<file path="src/rtl/spi_reg_slave.sv">
// SPI target bridging serial register commands (0x10 read, 0x2F write) onto a 32-bit register bus.
// All SPI pins are oversampled in the mclk domain.
//
// state | meaning
// IDLE  | waiting for ssn to fall
// CMD   | shifting in the command byte
// ADDR  | shifting in the 32-bit address
// WDATA | shifting in the 32-bit write data
// DUMMY | turnaround byte; the read is in flight on the bus
// RDATA | shifting the read data out on sdo
// SKIP  | ignoring sclk until ssn returns high
module spi_reg_slave #(
    parameter int          SYNC_STG = 2,
    parameter logic [31:0] TMO_DATA = 32'hDEAD_BEEF
) (
    input  logic        mclk_i,
    input  logic        reset_i,
    input  logic        sclk_i,
    input  logic        ssn_i,
    input  logic        sdi_i,
    output logic        sdo_o,
    output logic        sdo_en_o,
    output logic        reg_cs_o,
    output logic        reg_wr_o,
    output logic [31:0] reg_addr_o,
    output logic [31:0] reg_wdata_o,
    output logic [3:0]  reg_be_o,
    input  logic [31:0] reg_rdata_i,
    input  logic        reg_ack_i,
    output logic        cmd_err_o
);

    typedef enum logic [2:0] {
        ST_IDLE,
        ST_CMD,
        ST_ADDR,
        ST_WDATA,
        ST_DUMMY,
        ST_RDATA,
        ST_SKIP
    } state_t;

    localparam logic [7:0] CMD_RD       = 8'h10;
    localparam logic [7:0] CMD_WR       = 8'h2F;
    localparam logic [6:0] CNT_CMD_END  = 7'd7;
    localparam logic [6:0] CNT_ADDR_END = 7'd39;
    localparam logic [6:0] CNT_WD_END   = 7'd71;
    localparam logic [6:0] CNT_RDUM_END = 7'd47;
    localparam logic [6:0] CNT_WDUM_END = 7'd79;
    localparam logic [6:0] CNT_RD_END   = 7'd79;

    logic [SYNC_STG-1:0] sclk_sync_q;
    logic [SYNC_STG-1:0] ssn_sync_q;
    logic [SYNC_STG-1:0] sdi_sync_q;
    logic                sclk_prev_q;
    logic                ssn_prev_q;

    logic        sclk_s;
    logic        ssn_s;
    logic        sdi_s;
    logic        rise;
    logic        fall;
    logic        ssn_fall;

    state_t      state_q;
    logic [6:0]  bit_cnt_q;
    logic [30:0] sin_q;
    logic [31:0] sin_d;
    logic        is_wr_q;
    logic [31:0] addr_q;
    logic [30:0] sout_q;
    logic        ld_done_q;
    logic        sdo_q;
    logic        sdo_en_q;
    logic [31:0] rdata_q;
    logic        rd_ok_q;
    logic        cmd_err_q;

    logic        reg_cs_q;
    logic        reg_wr_q;
    logic [31:0] reg_addr_q;
    logic [31:0] reg_wdata_q;
    logic        cs_live_q;
    logic        pend_q;
    logic        stg_wr_q;
    logic [31:0] stg_addr_q;
    logic [31:0] stg_wdata_q;

    logic        abort;
    logic        req_fire;
    logic        req_wr;
    logic [31:0] req_addr;
    logic        first_fall;
    logic        timeout;
    logic        drop_pend;

    always_ff @(posedge mclk_i) begin
        if (reset_i) begin
            sclk_sync_q <= '0;
            ssn_sync_q  <= '1;
            sdi_sync_q  <= '0;
            sclk_prev_q <= 1'b0;
            ssn_prev_q  <= 1'b1;
        end else begin
            sclk_sync_q <= {sclk_sync_q[SYNC_STG-2:0], sclk_i};
            ssn_sync_q  <= {ssn_sync_q[SYNC_STG-2:0], ssn_i};
            sdi_sync_q  <= {sdi_sync_q[SYNC_STG-2:0], sdi_i};
            sclk_prev_q <= sclk_s;
            ssn_prev_q  <= ssn_s;
        end
    end

    assign sclk_s   = sclk_sync_q[SYNC_STG-1];
    assign ssn_s    = ssn_sync_q[SYNC_STG-1];
    assign sdi_s    = sdi_sync_q[SYNC_STG-1];
    assign rise     = sclk_s & ~sclk_prev_q;
    assign fall     = ~sclk_s & sclk_prev_q;
    assign ssn_fall = ssn_prev_q & ~ssn_s;

    always_comb begin
        sin_d    = {sin_q, sdi_s};
        abort    = ssn_s && (state_q != ST_IDLE);
        req_fire = 1'b0;
        req_wr   = 1'b0;
        if (!abort && rise) begin
            if (state_q == ST_ADDR && bit_cnt_q == CNT_ADDR_END && !is_wr_q) begin
                req_fire = 1'b1;
            end
            if (state_q == ST_WDATA && bit_cnt_q == CNT_WD_END) begin
                req_fire = 1'b1;
                req_wr   = 1'b1;
            end
        end
        req_addr   = (state_q == ST_ADDR) ? sin_d : addr_q;
        first_fall = (state_q == ST_RDATA) && fall && !ld_done_q && !abort;
        timeout    = first_fall && !rd_ok_q;
        // a queued read is useless once its frame is gone or has timed out
        drop_pend  = pend_q && !stg_wr_q && (abort || timeout);
    end

    always_ff @(posedge mclk_i) begin
        if (reset_i) begin
            state_q     <= ST_IDLE;
            bit_cnt_q   <= '0;
            sin_q       <= '0;
            is_wr_q     <= 1'b0;
            addr_q      <= '0;
            sout_q      <= '0;
            ld_done_q   <= 1'b0;
            sdo_q       <= 1'b0;
            sdo_en_q    <= 1'b0;
            rdata_q     <= '0;
            rd_ok_q     <= 1'b0;
            cmd_err_q   <= 1'b0;
            reg_cs_q    <= 1'b0;
            reg_wr_q    <= 1'b0;
            reg_addr_q  <= '0;
            reg_wdata_q <= '0;
            cs_live_q   <= 1'b0;
            pend_q      <= 1'b0;
            stg_wr_q    <= 1'b0;
            stg_addr_q  <= '0;
            stg_wdata_q <= '0;
        end else begin
            cmd_err_q <= 1'b0;

            if (reg_cs_q) begin
                if (reg_ack_i) begin
                    reg_cs_q  <= 1'b0;
                    cs_live_q <= 1'b0;
                    if (cs_live_q) begin
                        rdata_q <= reg_rdata_i;
                        rd_ok_q <= 1'b1;
                    end
                end
            end else if (pend_q && !drop_pend) begin
                reg_cs_q    <= 1'b1;
                reg_wr_q    <= stg_wr_q;
                reg_addr_q  <= stg_addr_q;
                reg_wdata_q <= stg_wdata_q;
                cs_live_q   <= !stg_wr_q;
                pend_q      <= 1'b0;
            end

            if (req_fire) begin
                stg_wr_q    <= req_wr;
                stg_addr_q  <= req_addr;
                stg_wdata_q <= sin_d;
                if (!reg_cs_q && !pend_q) begin
                    reg_cs_q    <= 1'b1;
                    reg_wr_q    <= req_wr;
                    reg_addr_q  <= req_addr;
                    reg_wdata_q <= sin_d;
                    cs_live_q   <= !req_wr;
                end else begin
                    pend_q <= 1'b1;
                end
            end

            if (drop_pend) begin
                pend_q <= 1'b0;
            end

            if (abort) begin
                state_q   <= ST_IDLE;
                bit_cnt_q <= '0;
                sin_q     <= '0;
                sout_q    <= '0;
                sdo_q     <= 1'b0;
                sdo_en_q  <= 1'b0;
                cs_live_q <= 1'b0;
            end else begin
                case (state_q)
                    ST_IDLE: begin
                        bit_cnt_q <= '0;
                        if (ssn_fall) begin
                            state_q <= ST_CMD;
                            rd_ok_q <= 1'b0;
                        end
                    end
                    ST_CMD: begin
                        if (rise) begin
                            sin_q     <= sin_d[30:0];
                            bit_cnt_q <= bit_cnt_q + 7'd1;
                            if (bit_cnt_q == CNT_CMD_END) begin
                                if (sin_d[7:0] == CMD_RD) begin
                                    is_wr_q <= 1'b0;
                                    state_q <= ST_ADDR;
                                end else if (sin_d[7:0] == CMD_WR) begin
                                    is_wr_q <= 1'b1;
                                    state_q <= ST_ADDR;
                                end else begin
                                    cmd_err_q <= 1'b1;
                                    state_q   <= ST_SKIP;
                                end
                            end
                        end
                    end
                    ST_ADDR: begin
                        if (rise) begin
                            sin_q     <= sin_d[30:0];
                            bit_cnt_q <= bit_cnt_q + 7'd1;
                            if (bit_cnt_q == CNT_ADDR_END) begin
                                addr_q  <= sin_d;
                                state_q <= is_wr_q ? ST_WDATA : ST_DUMMY;
                            end
                        end
                    end
                    ST_WDATA: begin
                        if (rise) begin
                            sin_q     <= sin_d[30:0];
                            bit_cnt_q <= bit_cnt_q + 7'd1;
                            if (bit_cnt_q == CNT_WD_END) begin
                                state_q <= ST_DUMMY;
                            end
                        end
                    end
                    ST_DUMMY: begin
                        if (rise) begin
                            bit_cnt_q <= bit_cnt_q + 7'd1;
                            if (is_wr_q && bit_cnt_q == CNT_WDUM_END) begin
                                state_q <= ST_SKIP;
                            end else if (!is_wr_q && bit_cnt_q == CNT_RDUM_END) begin
                                state_q   <= ST_RDATA;
                                sdo_en_q  <= 1'b1;
                                ld_done_q <= 1'b0;
                            end
                        end
                    end
                    ST_RDATA: begin
                        if (rise) begin
                            bit_cnt_q <= bit_cnt_q + 7'd1;
                            if (bit_cnt_q == CNT_RD_END) begin
                                state_q  <= ST_SKIP;
                                sdo_en_q <= 1'b0;
                                sdo_q    <= 1'b0;
                            end
                        end else if (first_fall) begin
                            ld_done_q <= 1'b1;
                            if (rd_ok_q) begin
                                sdo_q  <= rdata_q[31];
                                sout_q <= rdata_q[30:0];
                            end else begin
                                // missed deadline: the late ack, when it comes, is discarded
                                sdo_q     <= TMO_DATA[31];
                                sout_q    <= TMO_DATA[30:0];
                                cmd_err_q <= 1'b1;
                                cs_live_q <= 1'b0;
                            end
                        end else if (fall) begin
                            sdo_q  <= sout_q[30];
                            sout_q <= {sout_q[29:0], 1'b0};
                        end
                    end
                    ST_SKIP: begin
                        bit_cnt_q <= bit_cnt_q;
                    end
                    default: begin
                        state_q <= ST_IDLE;
                    end
                endcase
            end
        end
    end

    assign sdo_o       = sdo_q;
    assign sdo_en_o    = sdo_en_q;
    assign reg_cs_o    = reg_cs_q;
    assign reg_wr_o    = reg_wr_q;
    assign reg_addr_o  = reg_addr_q;
    assign reg_wdata_o = reg_wdata_q;
    assign reg_be_o    = 4'hF;
    assign cmd_err_o   = cmd_err_q;

endmodule
</file>
<file path="config.mk">
export PLATFORM = sky130hd
export DESIGN_NAME = spi_reg_slave
export DESIGN_NICKNAME = d
export VERILOG_FILES = /design/src/rtl/spi_reg_slave.sv
export SDC_FILE = /design/constraint.sdc
export NUM_CORES = 1
export LEC_CHECK = 0
export CAP_MARGIN = 15
export CORE_MARGIN = 3
export CORE_UTILIZATION = 56
export CTS_CLUSTER_DIAMETER = 80
export CTS_CLUSTER_SIZE = 24
export DETAILED_ROUTE_END_ITERATION = 16
export PLACE_DENSITY_LB_ADDON = 0.3
export SLEW_MARGIN = 20
export SYNTH_ARGS = -nofsm -noshare
export SYNTH_HDL_FRONTEND = slang
export SYNTH_SLANG_ARGS = --single-unit
</file>
<file path="constraint.sdc">
create_clock -name mclk_i -period 2.9 [get_ports mclk_i]
set_input_delay 0.58 -clock mclk_i [delete_from_list [all_inputs] [get_ports mclk_i]]
set_output_delay 0.58 -clock mclk_i [all_outputs]
set_load 0.02 [all_outputs]
</file>
# After elaboration in Yosys (flattened, before gate mapping)
# Cells that the tools add are included.
# totals
reg_bits,283
latchBits,0
ramBits,0
rom_bits,0
inputBits,38
out_inout_bits,73
word_cells,201
memories,0
# classes
addsub,1
multipliers,0
n_div,0
n_lt_le_gt_ge,0
n_eq_ne,30
shift,0
mux,89
n_bitwise,9
n_reduce_logical,46
# op_table
cell,n
32-bit 2-to-1 mux,9
31-bit 2-to-1 mux,3
1-bit 2-to-1 mux,56
3-bit 2-to-1 mux,15
2-bit != test (second input constant),11
3-bit one-hot mux with 7 select lines,1
1-bit logical AND,15
7-bit by 6-bit == test with 1-bit output (second input constant),2
7-bit == test (second input constant),2
7-bit one-hot mux with 2 select lines,1
12-bit AND reduction,1
2-bit by 1-bit != test with 1-bit output (second input constant),5
3-bit == test (second input constant),3
1-bit zero test,9
3-bit AND reduction,3
8-bit by 5-bit == test with 1-bit output (second input constant),1
8-bit by 6-bit == test with 1-bit output (second input constant),1
2-bit nonzero test,4
7-bit by 1-bit adder with 7-bit output (second input constant),1
7-bit by 3-bit == test with 1-bit output (second input constant),1
7-bit 2-to-1 mux,1
7-bit AND reduction,1
3-bit by 2-bit == test with 1-bit output (second input constant),2
1-bit NOT,6
other kinds (14),21

# Longest topological paths before layout
# Gate-level depths: netlist of run 1.
# logic_depth
ltp_word,18
depth_mapped,9

# Least setup slack after synthesis of run 1
# OpenSTA, ideal clock, no wires.
# synth_timing
kind,register to register
start,reg state_q[0]
end,reg reg_wdata_q[6] (netlist: reg_wdata_o[6])
arrival_time_ns,2.227
t_required_ns,2.754
path_slack_ns,0.527
path_stages_with_launch,10
path_buffers,4
synth_period_minus_slack_ns,2.373
cell_sequence,dfxtp_1 buf_2 or3b_1 buf_2 or3_4 a2111o_1 buf_2 buf_2 nor2_1 a211oi_2
# synth_between
elab_chain_cells,13
# synth_rtl
element,line,text
"start, declared",65,state_t state_q;
"start signal, assigned",245,state_q <= is_wr_q ? ST_WDATA : ST_DUMMY;
3-bit == test / 3-bit nonzero test (equally long branches),"135, 122",
1-bit logical AND (on tied branches),"135, 122",
1-bit logical AND / 1-bit zero test (equally long branches),"135, 125",
1-bit logical AND,135,first_fall = (state_q == ST_RDATA) && fall && !ld_done_q && !abort;
1-bit logical AND,136,timeout = first_fall && !rd_ok_q;
1-bit logical OR,138,drop_pend = pend_q && !stg_wr_q && (abort || timeout);
1-bit logical AND,138,
1-bit zero test,176,end else if (pend_q && !drop_pend) begin
1-bit logical AND,176,
32-bit 2-to-1 mux,176,
32-bit 2-to-1 mux,167,if (reg_cs_q) begin
32-bit 2-to-1 mux,189,if (!reg_cs_q && !pend_q) begin
32-bit 2-to-1 mux *,185,if (req_fire) begin
"end signal, assigned",180,reg_wdata_q <= stg_wdata_q;
"end signal, assigned",193,reg_wdata_q <= sin_d;
"end, declared",82,logic [31:0] reg_wdata_q;
# Mark *: on every way between the ends. The rest lies on a longest branch, timed or not.
# A chain may end at the register's enable or synchronous reset.

# Worst setup path in the final report of run 1
# layout_timing
start,reg bit_cnt_q[6]
end,reg reg_addr_q[8] (netlist: reg_addr_o[8])
# layout_between
elab_chain_cells,7
# layout_rtl
element,line,text
"start, declared",66,logic [6:0] bit_cnt_q;
"start signal, assigned",224,bit_cnt_q <= bit_cnt_q + 7'd1;
"start signal, assigned",242,bit_cnt_q <= bit_cnt_q + 7'd1;
"start signal, assigned",252,bit_cnt_q <= bit_cnt_q + 7'd1;
7-bit by 6-bit == test with 1-bit output,126,if (state_q == ST_ADDR && bit_cnt_q == CNT_ADDR_END && !is_wr_q) begin
1-bit logical AND (2 in a row),126,
1-bit 2-to-1 mux,126,
1-bit 2-to-1 mux *,129,if (state_q == ST_WDATA && bit_cnt_q == CNT_WD_END) begin
1-bit 2-to-1 mux *,125,if (!abort && rise) begin
32-bit 2-to-1 mux *,185,
"end signal, assigned",179,reg_addr_q <= stg_addr_q;
"end signal, assigned",192,reg_addr_q <= req_addr;
"end, declared",81,logic [31:0] reg_addr_q;
# Marked as above.

==> flow_summary.yaml, run 1 <==
outcome:
  status: "complete, no violations"
cells_and_area:
  fill_cells: 1741
  fin_area_um2: 13470
  drive_above_1_share_pct: 6.747
  multi_input_area_um2: 5597
  area_growth_pct: 14.02
  diodes: 0
  fin_nets: 1448
  final-seq-area_um2: 5665
yosys:
  synth_edf_count: 0
  synth_top_area_share_pct: 47.97
  yosys_register_bits: 283
  syn_inst: 1377
  synth_top_cell_by_area: "dfxtp_1"
  synth_common_cells: "nand2_1, dfxtp_1, a21oi_1"
  yosysWarnings: 0
  ys_types: 59
  synth.most_common_cell: "nand2_1"
  synthArstFlopShare_pct: 0
  synth_area_leaders: "dfxtp_1, nand2_1, a21oi_1, a211oi_1, mux2i_1"
  synth-seq-area-share_pct: 47.97
  synth_flop_cell: "dfxtp_1"
  avgSynthCellArea_um2: 8.577
  netlist_area_um2: 11810
floorplan:
  die_x_um: 151.2
  die_y_um: 151.2
  coreArea_um2: 20490
  dieArea_um2: 22870
  num_io_pins: 111
  rows: 52
  start_util_pct: 57.63
critical_path:
  end_kind: "register"
  reg2regPathDepth: 6
  critPathSlowestCell: "or4_1"
  r2r-start: "bit_cnt_q[6]$_SDFFE_PP0P_"
  reg2reg_to: "reg_addr_o[8]$_SDFF_PP0_"
  crit_fanout: 64
  crit_arrival_ps: 3070
  crit_path_cell_trace: "or3b_1, or4_1, a2111oi_4, buf_12, a211oi_1, a211oi_1"
  worst-r2r-setup-slack_ps: 220
  crit_path_start_kind: "register"
  crit_top_cell: "a211oi_1"
  cpPeakStageDelay_ps: 570
  required_ps: 3300
  worst-setup-path-type: "register to register"
sta:
  finClkSkew_ps: 22.67
  max_slew_margin_pct: 47.94
  hold_ws_ps: 406.0
  worst_slew_pin_slew_ps: 779.0
  min_period_over_period_pct: 92.32
  finalHoldViolations: 0
  maxSlewViolCount: 0
  rsz0062_at_grt: "false"
  timing.final.crit_period_ps: 2677
  tns_ps: 0
  setup_viol: 0
  max_freq_mhz: 373.5
cts:
  clk_pin_slew_ps: 100
  cts_sinks: 283
  root_buffer: "clkbuf_16"
  htreeDepth: 1
  clk_path_buf_depth: 3
  hold_buffers: 0
  numCtsBuffers: 16
  cts_setup_buffers: 0
  cts_resized: 0
  clock_latency_ps: 490
  cts_tree: "done"
detailed_routing:
  drtIter0Drc: 681
  num_vias: 9487
  via_per_inst: 5.654
  dr.pass1.iters: 5
  postRouteAntennaNets: 0
  drcViolationCount: 0
  wirelength_um: 25710
  wl_per_cell_um: 15.32
pwr:
  net-switching-power_mw: 1.381
  p_clk_share_pct: 36.2
  ir_drop_mv: 0.4380
  seq_power_share_pct: 60.6
  p_leak_nw: 4.567
  comb_power_share_pct: 3.2
  switching_share_pct: 21.48
  p_int_mw: 5.048
  power_density_nw_per_um2: 477.5
flow_run:
  drv_cap: 0
global_route:
  grt_start_max_net_pins: 120
  grtUsageTotal_pct: 22.14
  grt-ovfl-total: 0
  grt_pass1_vias: 8768
  grt_first_pass_wirelength_um: 42660
  antenna_found_initial: 0
placement:
  placed_area_um2: 13000
  gp_congestion: 0.8481
  port-buffer-count: 106
  hpwl_um: 16450
min_path:
  min_from: "reset_i"
  hold_path.class: "primary input to register"
  hold_path_depth: 2
  hold_end: "sclk_prev_q$_SDFF_PP0_"
-- cells by family (layout without fill, tap and decap cells) --
group           count (synthesis)  in the layout  share of synthesized area, %
flops                         283            283                         47.97
compound gates                354            354                         20.51
xor+xnor                        7              7                        0.5191
mux                            66             66                         5.594
fa+ha+maj                       4              4                        0.4238
simple gates                  524            524                         19.86
other cells                     1              4                       0.03175
buf+inv                       138            166                         5.085
-- flip-flops by register name, summed over array words and instances, names as in the netlist, 2 cells and up, named ones only --
signal	flops
reg_addr_o	32
state_q	3
sout_q	31
rdata_q	32
stg_wdata_q	32
sclk_sync_q	2
stg_addr_q	32
reg_wdata_o	32
sin_q	31
sdi_sync_q	2
ssn_sync_q	2
addr_q	32
bit_cnt_q	7
-- area by class of cell --
cell class                      instances  area share (%)
Inverter                                9          0.2509
Clock inverter                          3          0.2695
Tap cell                              270           2.509
Sequential cell                       283           42.07
Multi-Input combinational cell        959           41.56
Timing Repair Buffer                  137           10.17
Clock buffer                           17           3.159
-- per-stage QoR --
stage,instances,util (%),power [mW],setup WS (ps)
6_report,1678,65.70,6.429,222.6
2_1_floorplan,1380,-,4.104,527.2
5_1_grt,1678,65.70,6.646,1.190
3_3_place_gp,1658,63.45,4.190,334.4
3_5_place_dp,1658,63.45,4.192,231.8
4_1_cts,1678,65.70,6.500,226.1
-- critical path, delay by kind of cell (launching register included) --
family | cells | cell delay (ps)
flip-flops | 1 | 420
AND/OR/NAND/NOR | 2 | 990
AO/OA/AOI/OAI | 3 | 840
buffers and inverters | 1 | 330
-- worst max path at each step --
stage                              start                        end  slack (ps)  cells after the start
2_1_floorplan    state_q[0]$_SDFFE_PP0P_  reg_wdata_o[6]$_SDFF_PP0_         530                      9
4_1_cts        bit_cnt_q[6]$_SDFFE_PP0P_   reg_addr_o[8]$_SDFF_PP0_         230                      6
6_report       bit_cnt_q[6]$_SDFFE_PP0P_   reg_addr_o[8]$_SDFF_PP0_         220                      6
3_3_place_gp   bit_cnt_q[6]$_SDFFE_PP0P_  reg_addr_o[22]$_SDFF_PP0_         330                      6
5_1_grt        bit_cnt_q[6]$_SDFFE_PP0P_   reg_addr_o[8]$_SDFF_PP0_           1                      6
3_5_place_dp   bit_cnt_q[6]$_SDFFE_PP0P_   reg_addr_o[8]$_SDFF_PP0_         230                      6
-- layout by cell type (no fill, tap or decap), types with 13 or more instances in the layout --
| cell | n |
|---|---|
| nand2_1 | 302 |
| and2_1 | 34 |
| nor2_1 | 90 |
| o211ai_1 | 26 |
| clkbuf_16 | 17 |
| clkdlybuf4s50_1 | 105 |
| dfxtp_1 | 283 |
| a211oi_2 | 29 |
| buf_4 | 25 |
| a211oi_1 | 100 |
| nand3_1 | 13 |
| a21oi_1 | 161 |
| mux2i_1 | 66 |
| nand3b_1 | 25 |
-- per-layer routing --
| layer | part of all wire [%] | wire (um) | vias to the layer above | global-route usage [%] |
|---|---|---|---|---|
| met5 | 0 | 0 | - | 0 |
| met4 | 1.1 | 284 | 0 | 4.306 |
| met3 | 5.0 | 1293 | 19 | 3.411 |
| met2 | 47 | 12100 | 211 | 36.67 |
| met1 | 47 | 12030 | 4450 | 30.89 |
| li1 | - | - | 4807 | - |
-- power by group through the flow --
stage	combinational [mW]	sequential, mW	clock [mW]
final	0.208	3.89	2.33
after CTS	0.208	3.89	2.40
after global routing	0.228	3.90	2.52
after detailed placement	0.207	3.98	0
after global placement	0.206	3.98	0
after floorplan	0.122	3.98	0
(Power assumes the default switching activity.)
==> run 2: changes to the inputs <==
- TNS_END_PERCENT: default -> 20
==> results of run 2 <==
The final DEF is identical to that of run 1; final timing and power are the same.
==> run 3: changes to the inputs <==
- CORE_MARGIN: 3 -> 10
==> run 3 against run 2 <==
Against the previous run:
- via count grew 1.2%
- non-clock buffer count shrank 2
- largest cell class unchanged
- sequential power about the same
- highest routed layer unchanged
- combinational power about the same
==> flow_summary.yaml, run 3 (synthesis gave the netlist of run 1 again) <==
outcome:
  status: "complete, no violations"
cells_and_area:
  fill_cells: 1799
  fin_nets: 1446
  multi_input_area_um2: 5597
  diodes: 0
  final-seq-area_um2: 5665
  fin_cells: 1682
  area_growth_pct: 14.06
  layout_common_cells: "nand2_1, dfxtp_1, a21oi_1"
  layout_commonest_cell: "nand2_1"
  fin_area_um2: 13470
  drive_above_1_share_pct: 6.681
global_route:
  antenna_found_initial: 0
  grt_pass1_vias: 8956
  grt_start_max_net_pins: 157
  grtUsageTotal_pct: 18.95
  grt_first_pass_wirelength_um: 44250
  grt-ovfl-total: 0
cts:
  hold_buffers: 0
  cts_tree: "done"
  numCtsBuffers: 16
  cts_resized: 0
  clk_pin_slew_ps: 90
  clk_path_buf_depth: 3
  cts_sinks: 283
  root_buffer: "clkbuf_16"
  cts_setup_buffers: 0
  clock_latency_ps: 500
  htreeDepth: 1
critical_path:
  worst-r2r-setup-slack_ps: 260
  crit_path_cell_trace: "or3b_1, or4_1, a2111o_2, buf_4, nor2_1, a211oi_2"
  crit_fanout: 39
  r2r-start: "bit_cnt_q[6]$_SDFFE_PP0P_"
  end_kind: "register"
  reg2regPathDepth: 6
  crit_arrival_ps: 2990
  critPathSlowestCell: "or4_1"
  worst-setup-path-type: "register to register"
  crit_path_start_kind: "register"
  reg2reg_to: "reg_wdata_o[12]$_SDFF_PP0_"
  required_ps: 3250
  cpPeakStageDelay_ps: 580
sta:
  max_freq_mhz: 378.2
  timing.final.crit_period_ps: 2644
  min_period_over_period_pct: 91.17
  worst_slew_pin_slew_ps: 826.2
  finClkSkew_ps: 15.65
  max_slew_margin_pct: 44.92
  setup_viol: 0
  rsz0062_at_grt: "false"
  finalHoldViolations: 0
  tns_ps: 0
  maxSlewViolCount: 0
detailed_routing:
  drcViolationCount: 0
  via_per_inst: 5.706
  wl_per_cell_um: 15.96
  num_vias: 9597
  dr.pass1.iters: 5
  wirelength_um: 26840
  drtIter0Drc: 741
  postRouteAntennaNets: 0
placement:
  dp.cells: 1661
  port-buffer-count: 106
  hpwl_um: 16870
  gp_congestion: 0.8372
  placed_area_um2: 12980
pwr:
  ir_drop_mv: 0.3456
  p_leak_nw: 4.561
  p_int_mw: 5.133
  p_clk_share_pct: 37.3
  power_density_nw_per_um2: 485.8
  seq_power_share_pct: 59.5
  switching_share_pct: 21.56
  power_mw: 6.544
  net-switching-power_mw: 1.411
  comb_power_share_pct: 3.2
min_path:
  min_from: "ssn_sync_q[0]$_SDFF_PP1_"
  hold_end: "ssn_sync_q[1]$_SDFF_PP1_"
  hold_path.class: "register to register"
  hold_path_depth: 1
floorplan:
  start_util_pct: 56.54
  coreArea_um2: 20890
  rows: 53
  die_y_um: 165.2
  num_io_pins: 111
  dieArea_um2: 27300
  die_x_um: 165.2
flow_run:
  drv_cap: 0
[run 3: through the flow]
stage               hold WS, ps  worst slack, ps  util, %
detailed placement        395.4            308.6    62.15
global placement          391.8            387.8    62.15
CTS                       404.1            257.7    64.49
floorplan                 389.5            527.2        -
finish                    402.9            256.1    64.49
global route              413.7            157.7    64.49
[run 3: worst max path at each step]
stage                                   start                          to  slack (ps)  cells after the start
finish              bit_cnt_q[6]$_SDFFE_PP0P_  reg_wdata_o[12]$_SDFF_PP0_         260                      6
global route        bit_cnt_q[6]$_SDFFE_PP0P_   reg_addr_o[11]$_SDFF_PP0_         160                      6
CTS                 bit_cnt_q[6]$_SDFFE_PP0P_  reg_wdata_o[12]$_SDFF_PP0_         260                      6
detailed placement  bit_cnt_q[6]$_SDFFE_PP0P_  reg_wdata_o[25]$_SDFF_PP0_         310                      6
global placement    bit_cnt_q[6]$_SDFFE_PP0P_  reg_wdata_o[28]$_SDFF_PP0_         390                      6
floorplan             state_q[0]$_SDFFE_PP0P_   reg_wdata_o[6]$_SDFF_PP0_         530                      9
[run 3: layout make-up]
type,count,area share (%)
Sequential cell,283,42.06
Multi-Input combinational cell,959,41.55
Timing Repair Buffer,135,9.967
Clock buffer,17,3.158
Tap cell,275,2.554
Clock inverter,4,0.4644
Inverter,9,0.2508
[run 3: worst max-delay path, delay by kind of cell (launching register included)]
family / cells / cell delay [ps]
compound gates: 2 / 570
buf+inv: 1 / 300
flops: 1 / 420
simple gates: 3 / 1200
[run 3: power groups by stage]
stage | combinational, mW | clock, mW | sequential, mW
after floorplan | 0.122 | 0 | 3.98
after global placement | 0.202 | 0 | 3.98
after detailed placement | 0.204 | 0 | 3.98
after CTS | 0.204 | 2.52 | 3.89
after global routing | 0.222 | 2.63 | 3.90
final | 0.206 | 2.44 | 3.89
[run 3: routing by layer]
metal	share of wire (%)	track usage [%]
met5	0	0
met4	1.6	3.824
met3	6.1	3.396
met1	46	25.81
met2	47	30.89
